==> src/rtl/fetch_pkg.sv <==
// Shared types and constants for the instruction fetch unit and its prefetch FIFO.
// An entry bundles the fetched word, the PC it came from, and an access-fault flag.
package fetch_pkg;

  localparam logic [31:0] PC_STEP = 32'd4;

  typedef struct packed {
    logic [31:0] inst;
    logic [31:0] pc;
    logic        fault;
  } fetch_entry_t;

  typedef enum logic {
    RUN  = 1'b0,
    HALT = 1'b1
  } fetch_state_t;

  // A faulting fetch never exposes whatever the ROM drove on its data bus.
  function automatic fetch_entry_t make_entry(input logic [31:0] data,
                                              input logic [31:0] pc,
                                              input logic        accessable);
    fetch_entry_t e;
    e.inst  = accessable ? data : 32'h0;
    e.pc    = pc;
    e.fault = ~accessable;
    return e;
  endfunction

endpackage

==> src/rtl/fetch_fifo.sv <==
// Small synchronous FIFO of fetch entries with a same-cycle flush.
// The head is read straight from registered storage and reads as all-zero when empty.
module fetch_fifo
  import fetch_pkg::*;
#(
  parameter int DEPTH = 2
) (
  input  logic         clk,
  input  logic         reset,
  input  logic         push,
  input  logic         pop,
  input  logic         flush,
  input  fetch_entry_t wr_entry,
  output logic         full,
  output logic         empty,
  output fetch_entry_t head
);

  localparam int AW = (DEPTH > 1) ? $clog2(DEPTH) : 1;

  logic [AW-1:0]  wr_ptr_reg;
  logic [AW-1:0]  rd_ptr_reg;
  logic [AW:0]    count_reg;
  fetch_entry_t   mem_reg [DEPTH];
  logic [DEPTH-1:0] wr_sel;
  logic           do_push;
  logic           do_pop;

  assign empty   = (count_reg == '0);
  assign full    = (count_reg == (AW+1)'(DEPTH));
  assign do_pop  = pop & ~empty & ~flush;
  // A pop frees the slot that a simultaneous push into a full FIFO needs.
  assign do_push = push & ~flush & (~full | do_pop);

  generate
    for (genvar gi = 0; gi < DEPTH; gi++) begin : g_wr_sel
      assign wr_sel[gi] = do_push & (wr_ptr_reg == AW'(gi));
    end
  endgenerate

  always_ff @(posedge clk or negedge reset) begin
    if (!reset) begin
      for (int i = 0; i < DEPTH; i++) begin
        mem_reg[i] <= '0;
      end
    end else begin
      for (int i = 0; i < DEPTH; i++) begin
        if (wr_sel[i]) begin
          mem_reg[i] <= wr_entry;
        end
      end
    end
  end

  always_ff @(posedge clk or negedge reset) begin
    if (!reset) begin
      wr_ptr_reg <= '0;
      rd_ptr_reg <= '0;
      count_reg  <= '0;
    end else if (flush) begin
      wr_ptr_reg <= '0;
      rd_ptr_reg <= '0;
      count_reg  <= '0;
    end else begin
      if (do_push) begin
        wr_ptr_reg <= wr_ptr_reg + AW'(1);
      end
      if (do_pop) begin
        rd_ptr_reg <= rd_ptr_reg + AW'(1);
      end
      case ({do_push, do_pop})
        2'b10:   count_reg <= count_reg + (AW+1)'(1);
        2'b01:   count_reg <= count_reg - (AW+1)'(1);
        default: count_reg <= count_reg;
      endcase
    end
  end

  assign head = empty ? fetch_entry_t'('0) : mem_reg[rd_ptr_reg];

endmodule

==> src/rtl/inst_fetch_unit.sv <==
// Instruction fetch unit: walks the ROM from a fetch PC into a prefetch FIFO,
// stops after an inaccessible fetch, and restarts on a CPU redirect.
module inst_fetch_unit
  import fetch_pkg::*;
#(
  parameter logic [31:0] RESET_PC   = 32'h00000000,
  parameter int          FIFO_DEPTH = 2
) (
  input  logic        clk,
  input  logic        reset,
  output logic [31:0] rom_addr,
  input  logic [31:0] rom_data,
  input  logic        rom_accessable,
  input  logic        redirect_valid,
  input  logic [31:0] redirect_pc,
  output logic        inst_valid,
  input  logic        inst_ready,
  output logic [31:0] inst,
  output logic [31:0] inst_pc,
  output logic        inst_fault
);

  logic [31:0]  fetch_pc_reg;
  fetch_state_t state_reg;
  logic         fifo_full;
  logic         fifo_empty;
  fetch_entry_t head;
  fetch_entry_t wr_entry;
  logic         pop;
  logic         push;

  assign rom_addr   = fetch_pc_reg;
  assign inst_valid = ~fifo_empty;
  assign pop        = inst_valid & inst_ready;
  // A redirect wins over everything: no fetch is captured in the cycle it arrives.
  assign push       = (state_reg == RUN) & (~fifo_full | pop) & ~redirect_valid;
  assign wr_entry   = make_entry(rom_data, fetch_pc_reg, rom_accessable);

  always_ff @(posedge clk or negedge reset) begin
    if (!reset) begin
      fetch_pc_reg <= RESET_PC;
      state_reg    <= RUN;
    end else if (redirect_valid) begin
      fetch_pc_reg <= redirect_pc;
      state_reg    <= RUN;
    end else if (push) begin
      if (rom_accessable) begin
        fetch_pc_reg <= fetch_pc_reg + PC_STEP;
      end else begin
        state_reg    <= HALT;
      end
    end
  end

  fetch_fifo #(
    .DEPTH (FIFO_DEPTH)
  ) u_fifo (
    .clk      (clk),
    .reset    (reset),
    .push     (push),
    .pop      (pop),
    .flush    (redirect_valid),
    .wr_entry (wr_entry),
    .full     (fifo_full),
    .empty    (fifo_empty),
    .head     (head)
  );

  assign inst       = head.inst;
  assign inst_pc    = head.pc;
  assign inst_fault = head.fault;

endmodule

==> config.mk <==
export PLATFORM = sky130hd
export DESIGN_NAME = inst_fetch_unit
export DESIGN_NICKNAME = d
export VERILOG_FILES = /design/src/rtl/fetch_pkg.sv /design/src/rtl/fetch_fifo.sv /design/src/rtl/inst_fetch_unit.sv
export SDC_FILE = /design/constraint.sdc
export NUM_CORES = 1
export LEC_CHECK = 0
export BUFFER_PORTS_ARGS = -buffer_cell sky130_fd_sc_hd__buf_2
export CAP_MARGIN = 5
export CORE_AREA = 10 10 182 184
export DETAILED_ROUTE_END_ITERATION = 10
export DIE_AREA = 0 0 192 194
export HOLD_SLACK_MARGIN = 0.06
export PLACE_DENSITY = 0.51
export SYNTH_ARGS = -nofsm -noshare
export SYNTH_HDL_FRONTEND = slang
export SYNTH_HIERARCHICAL = 1
export SYNTH_SLANG_ARGS = --single-unit
==> constraint.sdc <==
create_clock -name clk -period 2.9 [get_ports clk]
set_input_delay 0.29 -clock clk [delete_from_list [all_inputs] [get_ports clk]]
set_output_delay 0.29 -clock clk [all_outputs]
set_load 0.005 [all_outputs]
==> results.tsv <==
metric	value	unit
outcome	completed	
worst_slew_pin_slew	0.916	ns
drt_iter0_markers	285	
internal_power	5.07	mW
path_clk_slew	0.07	ns
place.gp.congestion	0.725	
grt_pass1_wl	37700	um
power.switching	2.04	mW
period_minus_slack	2.51	ns
finalHoldViolations	0	
fin_nets	948	
startpoint_type	flip-flop	
rr_endpoint	u_fifo/mem_reg[129]	
coreArea	29400	um^2
synth.area.top_cells	dfrtp_1, mux2_2, mux2i_1	
cts_buffers	17	
hp-start	redirect_pc[9]	
final_cell_mix	dfrtp_1, buf_2, mux2_2	
synth_ff_type	dfrtp_1	
seqPwrFrac	0.470	
post_dp_cell_area	9760	um^2
yosysSeqAreaShare	0.477	
die_x	192	um
timing.final.crit_share	0.867	
post-place-ws	0.385	ns
end_kind	flip-flop	
layout_commonest_cell	dfrtp_1	
ant_nets	0	
worstPathRequired	3.20	ns
htreeDepth	4	
io_pins	167	
final_area	10300	um^2
die_y	194	um
antenna_found_initial	1	
largest_reg_flops	130	
cts_tree	built	
rows	63	
syn_nets	827	
grt-ovfl-total	0	
grt_pass1_vias	6407	
rsz0062_at_grt	no	
p_sw_frac	0.287	
power_density	687	nW/um^2
setup_tns	0	ns
layout-area-overhead-vs-synth	18.2	%
crit_fanout	35	
maxSlewViolCount	0	
max_slew_margin	0.389	
grt_usage	0.127	
route.detailed.wl_per_inst	18.6	um
fin_skew	0.0106	ns
synth_top_cell_area_share	0.477	
n_antenna_cell	0	
vias_per_cell	4.77	
cts_setup_buffers	0	
insertion_delay	0.42	ns
rrSetupSlack	0.39	ns
die_area	37200	um^2
min_to	rom_addr[9]	
ys_ff_latch	167	
clock-root-buffer	clkbuf_16	
dp_hpwl	16000	um
synth_area	8750	um^2
synth_edf_count	0	
clockBufferDepth	2	
clkPwrFrac	0.313	
synth.distinct_cells	53	
finalSetupViolCount	0	
peakVddDrop	0.262	mV
p_leak	4.65	nW
synth_cells	757	
drt-total-wl	23800	um
start_util	0.298	
cts.sinks	167	
synthArstFlopShare	1.00	
cts.repair.resized	0	
drive_above_1_share	0.396	
synth_top_cell_by_area	dfrtp_1	
fmax	0.398	GHz
worstPathArrival	2.81	ns
grt_max_degree	75	
min_path_cells	3	
power_frac_comb	0.217	
drv_cap	0	
drt-pass1-iter-count	4	
rr_startpoint	u_fifo/count_reg[0]	
yosysWarnings	6	
port_buffers	166	
drcViolationCount	0	
critPathKind	flip-flop to flip-flop	
dr_total_vias	6116	
syn_area_per_cell	11.6	um^2
reg2reg_depth	7	
hold_class	primary input to flip-flop	
post-route-worst-setup-slack	0.387	ns
-- power groups by stage --
stage / logic, mW / clock network (mW) / registers (mW)
after floorplan: 1.19 / 0 / 3.25
after global placement: 1.54 / 0 / 3.38
after detailed placement: 1.58 / 0 / 3.39
after CTS: 1.58 / 2.31 / 3.35
after global routing: 1.72 / 2.39 / 3.44
final: 1.54 / 2.22 / 3.34
-- how the worst max path moves through the flow --
stage                        startpoint                  end  slack (ns)  cells past startpoint
floorplan           u_fifo/count_reg[0]  u_fifo/mem_reg[106]        0.23                     10
global placement    u_fifo/count_reg[0]  u_fifo/mem_reg[103]        0.42                      7
detailed placement  u_fifo/count_reg[0]  u_fifo/mem_reg[102]        0.39                      7
CTS                 u_fifo/count_reg[0]  u_fifo/mem_reg[129]        0.38                      7
global route        u_fifo/count_reg[0]   u_fifo/mem_reg[89]        0.24                      7
finish              u_fifo/count_reg[0]  u_fifo/mem_reg[129]        0.39                      7
-- stage by stage --
step	hold WS [ns]	util	cells	total power [mW]
after floorplan	-0.00559	-	757	4.44
after global placement	0.393	0.332	1246	4.92
after detailed placement	0.391	0.332	1246	4.97
after CTS	0.0689	0.352	1281	7.24
after global routing	0.0905	0.352	1281	7.55
final	0.0829	0.352	1281	7.11
-- Yosys cell counts, drive strengths merged, types with 12 or more instances --
| cell type | number |
|---|---|
| buf | 61 |
| a31oi | 14 |
| o21ai | 15 |
| nor2 | 89 |
| mux2i | 66 |
| mux2 | 132 |
| and2 | 34 |
| nand4 | 12 |
| o31ai | 13 |
| dfrtp | 167 |
| or4 | 14 |
| nand2 | 21 |
| nand3 | 14 |
| clkbuf | 23 |
-- repair_timing --
action,in CTS,in global routing
endpoints found under the setup margin,0,0
hold endpoints to repair,74,0
hold buffers,3,0
-- worst max-delay path: stages (launching register included) --
cell and delay, ns:
dfrtp_1 0.47, nor2_4 0.14, nand2b_4 0.21, inv_1 0.07, nor3b_1 0.38, or4b_4 0.21
buf_4 0.49, mux2_2 0.40
-- metal layers --
metal  vias up  wire length, um  track usage
li1       2887                -            -
met1      3068            11100        0.170
met2       143            11000        0.200
met3        16             1430       0.0324
met4         2              246       0.0306
met5         -               13            0
-- logic make-up (layout without fill, tap and decap cells) --
logic type / count (synthesis) / in the layout / synth area share
AOI/OAI and AO/OA: 70 / 70 / 0.0563
xor gates and xnor gates: 9 / 9 / 0.00901
adders and majority gates: 1 / 1 / 0.00143
buffers and inverters: 95 / 229 / 0.0638
DFF: 167 / 167 / 0.477
muxes: 198 / 198 / 0.262
and+or+nand+nor: 217 / 217 / 0.130
-- layout make-up --
class | instances | area (um^2)
fill | 3013 | 19100
sequential | 167 | 4180
multi-input combinational | 495 | 4030
timing repair buffer | 186 | 1040
tap | 390 | 488
clock buffer | 20 | 447
clock inverter | 12 | 116
inverter | 11 | 41.3
Note: power is estimated with default switching activity, not from simulation.
